[config.mk]
export PLATFORM = sky130hd
export DESIGN_NAME = timing_loop_gear_ctrl
export DESIGN_NICKNAME = d
export VERILOG_FILES = /design/src/rtl/timing_loop_gear_ctrl.sv
export SDC_FILE = /design/constraint.sdc
export NUM_CORES = 1
export LEC_CHECK = 0
export ABC_AREA = 1
export BUFFER_PORTS_ARGS = -buffer_cell sky130_fd_sc_hd__buf_2
export CAP_MARGIN = 0
export CORE_UTILIZATION = 56
export DETAILED_ROUTE_END_ITERATION = 7
export MAX_ROUTING_LAYER = met4
export PLACE_DENSITY = 0.76
export SETUP_SLACK_MARGIN = 0.05
export SLEW_MARGIN = 20
export SYNTH_ARGS = -nofsm -noshare
export SYNTH_HDL_FRONTEND = slang
export SYNTH_SLANG_ARGS = --single-unit
export TNS_END_PERCENT = 5
[constraint.sdc]
create_clock -name clk -period 3.2 [get_ports clk]
set_input_delay 0.48 -clock clk [delete_from_list [all_inputs] [get_ports clk]]
set_output_delay 0.48 -clock clk [all_outputs]
set_load 0.1 [all_outputs]
[src/rtl/timing_loop_gear_ctrl.sv]
// Symbol-timing loop gear controller: windowed |e| lock detector that sequences the
// PI loop filter through IDLE/ACQ/SETTLE/TRACK. Define LOCK_LOSS_REACQ_EN to reacquire on lock loss.
module timing_loop_gear_ctrl #(
    parameter int WERR      = 18,
    parameter int KP_ACQ    = 5,
    parameter int KI_ACQ    = 9,
    parameter int KP_TRK    = 7,
    parameter int KI_TRK    = 12,
    parameter int ACQ_SYMS  = 256,
    parameter int LOCK_WIN  = 64,
    parameter int LOCK_THR  = 512,
    parameter int LOCK_GOOD = 4,
    parameter int LOCK_BAD  = 2
) (
    input  logic            clk,
    input  logic            reset_n,
    input  logic            start_i,
    input  logic [WERR-1:0] e_in_i,
    input  logic            e_valid_i,
    output logic [4:0]      kp_shift_o,
    output logic [4:0]      ki_shift_o,
    output logic            lf_clr_o,
    output logic            lf_hold_o,
    output logic [1:0]      state_o,
    output logic            locked_o,
    output logic [WERR-1:0] win_avg_o
);
    localparam int LOG_WIN = $clog2(LOCK_WIN);
    localparam int ACC_W   = WERR + LOG_WIN;
    localparam int SYM_W   = $clog2(ACQ_SYMS + 1);
    localparam int GOOD_W  = $clog2(LOCK_GOOD + 1);
    localparam int BAD_W   = $clog2(LOCK_BAD + 1);

    localparam logic [SYM_W-1:0]   ACQ_SYMS_C  = SYM_W'(ACQ_SYMS);
    localparam logic [GOOD_W-1:0]  LOCK_GOOD_C = GOOD_W'(LOCK_GOOD);
    localparam logic [BAD_W-1:0]   LOCK_BAD_C  = BAD_W'(LOCK_BAD);
    localparam logic [WERR-1:0]    GOOD_THR_C  = WERR'(LOCK_THR);
    localparam logic [WERR-1:0]    BAD_THR_C   = WERR'(2 * LOCK_THR);
    localparam logic [LOG_WIN-1:0] WIN_LAST_C  = LOG_WIN'(LOCK_WIN - 1);
    localparam logic [4:0] KP_ACQ_C = 5'(KP_ACQ);
    localparam logic [4:0] KI_ACQ_C = 5'(KI_ACQ);
    localparam logic [4:0] KP_TRK_C = 5'(KP_TRK);
    localparam logic [4:0] KI_TRK_C = 5'(KI_TRK);

    typedef enum logic [1:0] {IDLE = 2'd0, ACQ = 2'd1, SETTLE = 2'd2, TRACK = 2'd3} state_t;

    // Magnitude with the most negative code clamped so it still fits in WERR bits.
    function automatic logic [WERR-1:0] abs_sat(input logic [WERR-1:0] e);
        logic [WERR-1:0] mag;
        if (e == {1'b1, {(WERR-1){1'b0}}}) begin
            mag = {1'b0, {(WERR-1){1'b1}}};
        end else if (e[WERR-1]) begin
            mag = ~e + {{(WERR-1){1'b0}}, 1'b1};
        end else begin
            mag = e;
        end
        return mag;
    endfunction

    state_t            state_r, state_n;
    logic [SYM_W-1:0]  sym_cnt_r, sym_cnt_n;
    logic [GOOD_W-1:0] good_cnt_r, good_cnt_n;
    logic [BAD_W-1:0]  bad_cnt_r, bad_cnt_n;
    logic              locked_r, locked_n;
    logic              lf_clr_r, lf_clr_n;
    logic              lf_hold_r, lf_hold_n;
    logic [4:0]        kp_r, kp_n, ki_r, ki_n;
    logic [ACC_W-1:0]  acc_r;
    logic [LOG_WIN-1:0] win_cnt_r;
    logic [WERR-1:0]   win_avg_r;
    logic              win_done_r;
    logic              win_clr_s, sample_s, good_win_s, bad_win_s;
    logic [ACC_W-1:0]  sum_s;

    // A start in the same cycle drops the sample; IDLE never accumulates.
    assign sample_s   = e_valid_i && !start_i && (state_r != IDLE);
    assign sum_s      = acc_r + {{LOG_WIN{1'b0}}, abs_sat(e_in_i)};
    assign good_win_s = (win_avg_r < GOOD_THR_C);
    assign bad_win_s  = (win_avg_r >= BAD_THR_C);

    // Window accumulator: mean |e| published one cycle after the last strobe.
    always_ff @(posedge clk or negedge reset_n) begin
        if (!reset_n) begin
            acc_r      <= {ACC_W{1'b0}};
            win_cnt_r  <= {LOG_WIN{1'b0}};
            win_avg_r  <= {WERR{1'b0}};
            win_done_r <= 1'b0;
        end else begin
            win_done_r <= 1'b0;
            if (win_clr_s) begin
                acc_r     <= {ACC_W{1'b0}};
                win_cnt_r <= {LOG_WIN{1'b0}};
            end else if (sample_s) begin
                if (win_cnt_r == WIN_LAST_C) begin
                    win_avg_r  <= sum_s[ACC_W-1:LOG_WIN];
                    acc_r      <= {ACC_W{1'b0}};
                    win_cnt_r  <= {LOG_WIN{1'b0}};
                    win_done_r <= 1'b1;
                end else begin
                    acc_r     <= sum_s;
                    win_cnt_r <= win_cnt_r + LOG_WIN'(1);
                end
            end else begin
                acc_r <= acc_r;
            end
        end
    end

    // Next-state, counters and registered-output values.
    always_comb begin
        state_n    = state_r;
        sym_cnt_n  = sym_cnt_r;
        good_cnt_n = good_cnt_r;
        bad_cnt_n  = bad_cnt_r;
        locked_n   = locked_r;
        lf_clr_n   = 1'b0;
        win_clr_s  = 1'b0;
        if (start_i) begin
            state_n    = ACQ;
            sym_cnt_n  = {SYM_W{1'b0}};
            good_cnt_n = {GOOD_W{1'b0}};
            bad_cnt_n  = {BAD_W{1'b0}};
            locked_n   = 1'b0;
            lf_clr_n   = 1'b1;
            win_clr_s  = 1'b1;
        end else begin
            case (state_r)
                IDLE: begin
                    state_n = IDLE;
                end
                ACQ: begin
                    if (sample_s && (sym_cnt_r < ACQ_SYMS_C)) begin
                        sym_cnt_n = sym_cnt_r + SYM_W'(1);
                    end else begin
                        sym_cnt_n = sym_cnt_r;
                    end
                    // good_cnt counts earlier good windows; the deciding window must be good too.
                    if (win_done_r && good_win_s) begin
                        if ((sym_cnt_r >= ACQ_SYMS_C) && (good_cnt_r == LOCK_GOOD_C)) begin
                            state_n   = SETTLE;
                            win_clr_s = 1'b1;
                        end else if (good_cnt_r < LOCK_GOOD_C) begin
                            good_cnt_n = good_cnt_r + GOOD_W'(1);
                        end else begin
                            good_cnt_n = good_cnt_r;
                        end
                    end else if (win_done_r) begin
                        good_cnt_n = {GOOD_W{1'b0}};
                    end else begin
                        good_cnt_n = good_cnt_r;
                    end
                end
                SETTLE: begin
                    if (win_done_r && good_win_s) begin
                        state_n   = TRACK;
                        locked_n  = 1'b1;
                        bad_cnt_n = {BAD_W{1'b0}};
                    end else if (win_done_r) begin
                        state_n    = ACQ;
                        lf_clr_n   = 1'b1;
                        sym_cnt_n  = {SYM_W{1'b0}};
                        good_cnt_n = {GOOD_W{1'b0}};
                    end else begin
                        state_n = SETTLE;
                    end
                end
                TRACK: begin
                    if (win_done_r && bad_win_s) begin
                        if ((bad_cnt_r + BAD_W'(1)) == LOCK_BAD_C) begin
                            locked_n  = 1'b0;
                            bad_cnt_n = {BAD_W{1'b0}};
`ifdef LOCK_LOSS_REACQ_EN
                            state_n    = ACQ;
                            lf_clr_n   = 1'b1;
                            sym_cnt_n  = {SYM_W{1'b0}};
                            good_cnt_n = {GOOD_W{1'b0}};
                            win_clr_s  = 1'b1;
`else
                            state_n = TRACK;
`endif
                        end else begin
                            bad_cnt_n = bad_cnt_r + BAD_W'(1);
                        end
                    end else if (win_done_r) begin
                        bad_cnt_n = {BAD_W{1'b0}};
                        locked_n  = good_win_s ? 1'b1 : locked_r;
                    end else begin
                        bad_cnt_n = bad_cnt_r;
                    end
                end
                default: begin
                    state_n = IDLE;
                end
            endcase
        end
        lf_hold_n = (state_n == IDLE) || ((state_n == SETTLE) && (state_r != SETTLE));
        // Gains follow the registered state, so they move one cycle after a transition.
        if (start_i) begin
            kp_n = KP_ACQ_C;
            ki_n = KI_ACQ_C;
        end else if ((state_r == SETTLE) || (state_r == TRACK)) begin
            kp_n = KP_TRK_C;
            ki_n = KI_TRK_C;
        end else begin
            kp_n = KP_ACQ_C;
            ki_n = KI_ACQ_C;
        end
    end

    // Control state and output registers.
    always_ff @(posedge clk or negedge reset_n) begin
        if (!reset_n) begin
            state_r    <= IDLE;
            sym_cnt_r  <= {SYM_W{1'b0}};
            good_cnt_r <= {GOOD_W{1'b0}};
            bad_cnt_r  <= {BAD_W{1'b0}};
            locked_r   <= 1'b0;
            lf_clr_r   <= 1'b0;
            lf_hold_r  <= 1'b1;
            kp_r       <= KP_ACQ_C;
            ki_r       <= KI_ACQ_C;
        end else begin
            state_r    <= state_n;
            sym_cnt_r  <= sym_cnt_n;
            good_cnt_r <= good_cnt_n;
            bad_cnt_r  <= bad_cnt_n;
            locked_r   <= locked_n;
            lf_clr_r   <= lf_clr_n;
            lf_hold_r  <= lf_hold_n;
            kp_r       <= kp_n;
            ki_r       <= ki_n;
        end
    end

    assign kp_shift_o = kp_r;
    assign ki_shift_o = ki_r;
    assign lf_clr_o   = lf_clr_r;
    assign lf_hold_o  = lf_hold_r;
    assign state_o    = state_r;
    assign locked_o   = locked_r;
    assign win_avg_o  = win_avg_r;
endmodule

# After elaboration in Yosys (flattened, before gate mapping)

Index checks and enable logic that the tools add are counted.
Widths: inputs -> output; s select.

Flip-flop bits (word level): 78
Input bits: 22
Word-level logic and storage cells: 121

Add/subtract/negate cells: 6
Magnitude comparators: 5
Equal/unequal tests: 18
Muxes and demuxes: 56
Bitwise operators: 2
Reductions and logical operators: 21

Operators by type and width:

| kind                  | count |
|---|---|
| $mux 24               | 3 |
| $mux 18               | 2 |
| $mux 9                | 4 |
| $mux 2                | 14 |
| $add 24x18->24        | 1 |
| $mux 3                | 8 |
| $ne 4x4->1 const B    | 5 |
| $add 18x1->18 const B | 1 |
| $eq 18x18->1 const B  | 1 |
| $ge 18x11->1 const B  | 1 |
| $lt 18x10->1 const B  | 1 |
| $mux 6                | 3 |
| $not 18->18           | 1 |
| $pmux 9 s2            | 1 |
| $mux 1                | 17 |
| $ne 3x3->1 const B    | 4 |
| $add 9x1->9 const B   | 1 |
| $ge 9x9->1 const B    | 1 |
| $lt 9x9->1 const B    | 1 |
| $eq 2x2->1 const B    | 4 |
| $pmux 2 s4            | 1 |
| $reduce_and 4->1      | 2 |
| $logic_and 1x1->1     | 7 |
| $add 6x1->6 const B   | 1 |
| other kinds (18)      | 23 |

# Logic depth before layout (Yosys ltp)

Gate-level depths: netlist (run 1).

Depth after elaboration: 9
Gate-level depth with buffers: 24

# Worst setup path before layout (run 1)

Ideal clock, no wire load.

Kind: input -> register
Start: input e_in_i[0]
End: register win_avg_r[10], in the netlist win_avg_o[10]
Setup time: 0.120 ns
Data arrival time: 2.803 ns
Required time: 3.080 ns
Path slack: 0.277 ns
Stages on the path: 22
Path through: inv_1 > ha_1 > nand3_1 > nor2_2 > nand2_1 > nor2_1 > nand2_2 > buf_6 > nand2_1 > ha_1 > inv_1 > fa_1 > inv_1 > nand3_1 > nand3_1 > nand3_1 > nand2_1 > nand2_1 > nand3_1 > nand2_1 > nand2_1 > nand2_1

Word-level cells in the longest chain between the ends: 5
Elaborated cells on any way between the ends: 6
Classes of those cells: add/sub (2); eq/ne (1); mux (2); bitwise (1)

RTL lines:

| element              | line | text |
|---|---|---|
| from (decl)          | 18   | `input logic [WERR-1:0] e_in_i,` |
| $not 18->18          | 53   | `mag = ~e + {{(WERR-1){1'b0}}, 1'b1};` |
| $add 18x1->18        | 53   |  |
| $mux 18              | 52   | `end else if (e[WERR-1]) begin` |
| $mux 18 (*)          | 50   | `if (e == {1'b1, {(WERR-1){1'b0}}}) begin` |
| $add 24x18->24 (*)   | 77   | `assign sum_s = acc_r + {{LOG_WIN{1'b0}}, abs_sat(e_in_i)};` |
| to (signal assigned) | 86   | `win_avg_r <= {WERR{1'b0}};` |
| to (signal assigned) | 95   | `win_avg_r <= sum_s[ACC_W-1:LOG_WIN];` |
| to (decl)            | 70   | `logic [WERR-1:0] win_avg_r;` |

Every way passes the cells marked *; elsewhere a longest branch is shown, timed or not.
A chain may end at the register's enable or synchronous reset.

# Final worst setup path (run 1)

Start: input e_in_i[2]
End: register acc_r[10]

Word-level cells in the longest chain between the ends: 8
Elaborated cells on any way between the ends: 9
Classes of those cells: add/sub (2); eq/ne (1); mux (5); bitwise (1)

RTL lines:

| element              | line | text |
|---|---|---|
| $not 18->18          | 53   |  |
| $add 18x1->18        | 53   |  |
| $mux 18              | 52   |  |
| $mux 18 (*)          | 50   |  |
| $add 24x18->24 (*)   | 77   |  |
| $mux 24 (*)          | 94   | `if (win_cnt_r == WIN_LAST_C) begin` |
| $mux 24 (*)          | 93   | `end else if (sample_s) begin` |
| $mux 24 (*)          | 90   | `if (win_clr_s) begin` |
| to (signal assigned) | 91   | `acc_r <= {ACC_W{1'b0}};` |
| to (signal assigned) | 96   | `acc_r <= {ACC_W{1'b0}};` |
| to (signal assigned) | 100  | `acc_r <= sum_s;` |
| to (decl)            | 68   | `logic [ACC_W-1:0] acc_r;` |

Every way passes the cells marked *; elsewhere a longest branch is shown, timed or not. The select of a mux whose other input is x is not followed.

==> results of run 1 <==
-- layout by cell type (no fill, tap or decap), types with 2 or more instances in the layout --
cell / instances
a21o_1: 2
a21oi_1: 19
and2_1: 2
buf_2: 47
buf_4: 10
bufinv_16: 2
clkbuf_8: 9
clkinv_4: 2
conb_1: 7
dfrtp_1: 68
dfstp_2: 2
ha_1: 26
inv_1: 105
nand2_1: 312
nand2_2: 3
nand3_1: 76
nand3_2: 2
nand3_4: 3
nand3b_1: 2
nand4_1: 14
nor2_1: 65
nor2_2: 4
nor3_1: 6
nor3b_1: 2
nor4_1: 3
o21ai_0: 27
o21ai_2: 9
o21bai_1: 2
or2_2: 4
xnor2_1: 5
xor2_1: 20
-- sequential cells by signal, summed over array words and instances (netlist names) --
signal,count
acc_r,24
win_avg_o,18
sym_cnt_r,9
win_cnt_r,6
good_cnt_r,3
bad_cnt_r,2
state_o,2
ki_shift_o,1
kp_shift_o,1
lf_clr_o,1
lf_hold_o,1
locked_o,1
win_done_r,1
-- area by class of cell --
class                   instances  share of cell area (%)
clock inverters                 6                    1.58
flip-flops and latches         70                    29.6
well taps                     129                    2.72
repair buffers                 57                    5.24
multi-input cells             619                    51.8
clock buffers                  10                    2.15
inverters                     108                    6.90
-- metal layers --
metal | part of all wire [%] | global-route usage [%]
met2 | 47 | 48.8
met1 | 45 | 38.0
met5 | 0 | -
met4 | 3.4 | 12.4
met3 | 5.2 | 3.97
-- power groups by stage --
stage / registers (mW) / logic, mW / clock network, mW
floorplan: 0.991 / 0.552 / 0
global placement: 0.990 / 0.743 / 0
detailed placement: 0.991 / 0.755 / 0
CTS: 0.975 / 0.759 / 0.839
global route: 0.981 / 0.869 / 0.869
finish: 0.975 / 0.768 / 0.822
-- kinds of logic (layout without fill, tap and decap cells) --
| kind of cell | count (synthesis) | after routing | share of synthesized area (%) |
|---|---|---|---|
| AO/OA/AOI/OAI | 60 | 60 | 6.44 |
| XOR/XNOR | 25 | 25 | 4.07 |
| adder cells (fa/ha/maj) | 27 | 27 | 6.42 |
| buffers and inverters | 132 | 181 | 10.8 |
| flip-flops | 70 | 70 | 32.6 |
| other | 2 | 7 | 0.140 |
| AND/OR/NAND/NOR | 500 | 500 | 39.5 |
-- worst paths after layout --
path / start / to / slack [ps] / cells after the start
max: e_in_i[2] / acc_r[10] / 250 / 17
min in group clk: win_avg_o[8] / win_avg_o[8] / 490 / 2
min: reset_n / win_cnt_r[2] / 100 / 1
max reg2reg: good_cnt_r[0] / win_avg_o[11] / 1070 / 10
max in group asynchronous: reset_n / acc_r[8] / 2320 / 2
min reg2reg: win_avg_o[8] / win_avg_o[8] / 490 / 2
==> impl_metrics.env, run 1 <==
export IMPL_postCtsHoldBufs=0
export IMPL_via_per_inst=5.28
export IMPL_worstMarginPinSlew_ps=739
export IMPL_cp_start_kind="primary input"
export IMPL_start_util_pct=57.9
export IMPL_layout_drive_gt1_share_pct=11.8
export IMPL_fin_crit_sh_pct=92.3
export IMPL_synth_top_area_share_pct=31.6
export IMPL_p_leak_nw=3.33
export IMPL_slew_violations=0
export IMPL_swShare_pct=36.9
export IMPL_clk_path_buf_depth=2
export IMPL_dp_cells=983
export IMPL_gp_congestion=0.997
export IMPL_path_max_fanout=4
export IMPL_rsz0062_at_grt="true"
export IMPL_synth_avg_cell_area_um2=6.59
export IMPL_cts_sink_count=70
export IMPL_setup_slack_ps=245
export IMPL_hpwl_um=10400
export IMPL_grt_max_degree=33
export IMPL_dr_total_vias=5274
export IMPL_syn_to_final_growth_pct=10.2
export IMPL_crit_chain="buf_2 -> inv_1 -> nand3_1 -> nor3_1 -> nand2_1 -> nor3_1 -> inv_1 -> nand3_1 -> nand3_1 -> ha_1 -> nand2_1 -> nor2_1 -> nand3_1 -> nand3_1 -> xor2_1 -> nand2_1 -> nand2_1"
export IMPL_portBuffers=47
export IMPL_first_pass_iters=5
export IMPL_outcome="finished clean"
export IMPL_crit_arrival_ps=3240
export IMPL_synth_warnings=0
export IMPL_final_util_pct=63.8
export IMPL_setup_tns_ps=0
export IMPL_stdcell_count=999
export IMPL_synth_area_leaders="dfrtp_1 (32%), nand2_1 (22%), inv_1 (7.3%)"
export IMPL_drv_cap=0
export IMPL_place_area_um2=5700
export IMPL_hold_violations=0
export IMPL_antenna_found_initial=0
export IMPL_power_internal_mw=1.62
export IMPL_die_x_um=100
export IMPL_setup_violations=0
export IMPL_max_slew_margin_rel_pct=50.7
export IMPL_core_um2=9280
export IMPL_drcViolationCount=0
export IMPL_dieArea_um2=10000
export IMPL_p_comb_share_pct=29.9
export IMPL_hold_slack_ps=98.3
export IMPL_netlist_instances=816
export IMPL_yosys_most_used_dff="dfrtp_1"
export IMPL_cp_slowest_cell="ha_1"
export IMPL_synthTopCellsByCount="nand2_1 (312), inv_1 (105), nand3_1 (77)"
export IMPL_synth_seq_cells=70
export IMPL_ios=55
export IMPL_ant_nets=0
export IMPL_ir_drop_mv=0.252
export IMPL_crit_path_end_kind="flop"
export IMPL_required_ps=3490
export IMPL_yosysMostFrequentCell="nand2_1"
export IMPL_clock_fmax_mhz=338
export IMPL_cts_made_buffers=9
export IMPL_cts_setup_buffers=0
export IMPL_crit_buf_inv=3
export IMPL_nFillCells=846
export IMPL_wl_per_cell_um=13.7
export IMPL_synth_enable_flop_cells=0
export IMPL_htreeDepth=3
export IMPL_seq_power_share_pct=38.0
export IMPL_root_buffer="clkbuf_8"
export IMPL_synth_area_um2=5380
export IMPL_diodes=0
export IMPL_critical_path_class="in2reg"
export IMPL_pre_cts_ws_ps=-43.8
export IMPL_fin_worst_skew_ps=15.8
export IMPL_layout_area_seq_um2=1750
export IMPL_cts_tree="built"
export IMPL_period_needed_ps=2950
export IMPL_cts_resized=0
export IMPL_die_y_um=100
export IMPL_synth_largest_area_cell="dfrtp_1"
export IMPL_wl_um=13700
export IMPL_async_flop_share_pct=100
export IMPL_multi_input_area_um2=3070
export IMPL_grt_pass1_vias=5003
export IMPL_worstSkewPairLatency_ps=350
export IMPL_worst_path_most_repeated_cell="nand3_1"
export IMPL_power_frac_clock_pct=32.0
export IMPL_grt_overflow_total=0
export IMPL_p_sw_mw=0.947
export IMPL_drt_iter0_drc=257
export IMPL_ys_seq_area_share_pct=32.6
export IMPL_grt_pass1_wl_um=22900
export IMPL_clk_pin_slew_ps=90
export IMPL_max_stage_delay_ps=400
export IMPL_design_area_um2=5930
export IMPL_power_density_nw_per_um2=433
export IMPL_hp_class="in2async"
export IMPL_grt_use_total_pct=30.0
export IMPL_power_mw=2.56
export IMPL_synth_cell_types=37
export IMPL_layout_nets=914
export IMPL_rows=35
export IMPL_cp_top_family="simple AND/OR/NAND/NOR gates"
Note: power is estimated with default switching activity, not from simulation.
==> run 2: changes to the inputs <==
--- a/config.mk
+++ b/config.mk
@@ -8,10 +8,11 @@
 export ABC_AREA = 1
 export BUFFER_PORTS_ARGS = -buffer_cell sky130_fd_sc_hd__buf_2
 export CAP_MARGIN = 0
-export CORE_UTILIZATION = 56
+export CORE_UTILIZATION = 60
 export DETAILED_ROUTE_END_ITERATION = 7
 export MAX_ROUTING_LAYER = met4
-export PLACE_DENSITY = 0.76
+export PLACE_DENSITY = 0.81
+export REMOVE_ABC_BUFFERS = 1
 export SETUP_SLACK_MARGIN = 0.05
 export SLEW_MARGIN = 20
 export SYNTH_ARGS = -nofsm -noshare
==> impl_metrics.env, run 2 (synthesized netlist as in run 1, its figures left out) <==
export IMPL_ir_drop_mv=0.279
export IMPL_htreeDepth=3
export IMPL_hp_class="in2async"
export IMPL_place_area_um2=5680
export IMPL_cts_made_buffers=9
export IMPL_power_density_nw_per_um2=447
export IMPL_clk_path_buf_depth=2
export IMPL_setup_slack_ps=320
export IMPL_drcViolationCount=0
export IMPL_crit_arrival_ps=3140
export IMPL_drv_cap=0
export IMPL_layout_nets=913
export IMPL_first_pass_iters=5
export IMPL_grt_pass1_wl_um=23300
export IMPL_design_area_um2=5930
export IMPL_rsz0062_at_grt="false"
export IMPL_root_buffer="clkbuf_8"
export IMPL_via_per_inst=5.35
export IMPL_cts_tree="built"
export IMPL_grt_max_degree=71
export IMPL_grt_use_total_pct=31.8
export IMPL_path_max_fanout=7
export IMPL_crit_buf_inv=4
export IMPL_layout_drive_gt1_share_pct=12.0
export IMPL_final_cell_mix="nand2_1 (312), inv_1 (105), nand3_1 (76), dfrtp_1 (68), nor2_1 (65)"
export IMPL_cts_setup_buffers=0
export IMPL_start_util_pct=61.7
export IMPL_worstSetupStartpoint="e_in_i[0]"
export IMPL_layout_area_seq_um2=1750
export IMPL_fin_worst_skew_ps=14.7
export IMPL_dr_total_vias=5231
export IMPL_core_um2=8720
export IMPL_dieArea_um2=9350
export IMPL_ant_nets=0
export IMPL_crit_path_end_kind="flop"
export IMPL_reg2reg_from="win_avg_o[10]"
export IMPL_p_leak_nw=3.34
export IMPL_cp_top_family="simple AND/OR/NAND/NOR gates"
export IMPL_slew_violations=0
export IMPL_required_ps=3460
export IMPL_fin_crit_sh_pct=90.0
export IMPL_crit_chain="buf_2 -> inv_1 -> ha_1 -> nand3_1 -> nor2_2 -> nand2_1 -> nor2_1 -> nand2_2 -> buf_4 -> nand2_1 -> ha_1 -> nand2_1 -> inv_1 -> nand2_1 -> nand3_1 -> nand2_1 -> nand3_1 -> nand2_1 -> nand2_1 -> nand2_1 -> nand2_1"
export IMPL_nFillCells=796
export IMPL_multi_input_area_um2=3070
export IMPL_clock_fmax_mhz=347
export IMPL_wl_um=13700
export IMPL_hpwl_um=10200
export IMPL_die_x_um=96.7
export IMPL_power_mw=2.65
export IMPL_setup_violations=0
export IMPL_gp_congestion=1.01
export IMPL_period_needed_ps=2880
export IMPL_worstMarginPinSlew_ps=763
export IMPL_wl_per_cell_um=14.0
export IMPL_pre_cts_ws_ps=-51.7
export IMPL_worst_path_most_repeated_cell="nand2_1"
export IMPL_worstSkewPairLatency_ps=360
export IMPL_final_util_pct=68.0
export IMPL_die_y_um=96.7
export IMPL_drt_iter0_drc=271
export IMPL_largest_reg_flops=24
export IMPL_grt_pass1_vias=5108
export IMPL_hold_violations=0
export IMPL_grt_overflow_total=0
export IMPL_antenna_found_initial=0
export IMPL_max_stage_delay_ps=280
export IMPL_cp_start_kind="primary input"
export IMPL_portBuffers=47
export IMPL_layout_commonest_cell="nand2_1"
export IMPL_outcome="finished clean"
export IMPL_cp_slowest_cell="ha_1"
export IMPL_cts_sink_count=70
export IMPL_largest_register="acc_r"
export IMPL_rows=34
export IMPL_diodes=0
export IMPL_syn_to_final_growth_pct=10.3
export IMPL_critical_path_class="in2reg"
export IMPL_ios=55
export IMPL_clk_pin_slew_ps=90
export IMPL_max_slew_margin_rel_pct=49.1
[run 2: repair_timing]
item	4_1_cts	5_1_grt
resized for setup	0	2
hold buffers	0	0
endpoints found under the setup margin	0	3
[run 2: metal layers]
| metal | share of wire, % | global-route usage, % |
|---|---|---|
| met5 | 0 | - |
| met2 | 47 | 54.0 |
| met1 | 45 | 39.3 |
| met4 | 2.3 | 10.7 |
| met3 | 4.7 | 3.97 |
[run 2: power by group]
part	internal, mW	switching, mW	leakage, nW
Sequential	0.933	0.0409	0.946
Combinational	0.240	0.524	2.27
Clock	0.522	0.390	0.120
Total	1.70	0.954	3.34
[run 2: per-stage QoR]
| stage | setup TNS, ps | instances | hold slack (ps) |
|---|---|---|---|
| 2_1_floorplan | 0 | 797 | 184 |
| 3_3_place_gp | 0 | 961 | 459 |
| 3_5_place_dp | -185 | 961 | 464 |
| 4_1_cts | 0 | 977 | 146 |
| 5_1_grt | 0 | 977 | 154 |
| 6_report | 0 | 977 | 128 |
[run 2: final cells by class]
type / instances / share of cell area (%)
Multi-Input combinational cell: 619 / 51.8
Sequential cell: 70 / 29.6
Inverter: 108 / 6.90
Timing Repair Buffer: 56 / 5.32
Tap cell: 108 / 2.28
Clock buffer: 9 / 2.09
Clock inverter: 7 / 2.02
[run 2: path summary, 6_finish.rpt]
check	slack [ps]	depth (start not counted)	end
worst max-delay path	320	21	win_avg_o[16]
worst min register to register	490	2	win_avg_o[2]
worst max register to register	1130	10	acc_r[23]
worst min-delay path	130	2	sym_cnt_r[1]
max in group asynchronous	2720	2	ki_shift_o[0]
min in group clk	480	2	state_o[1]
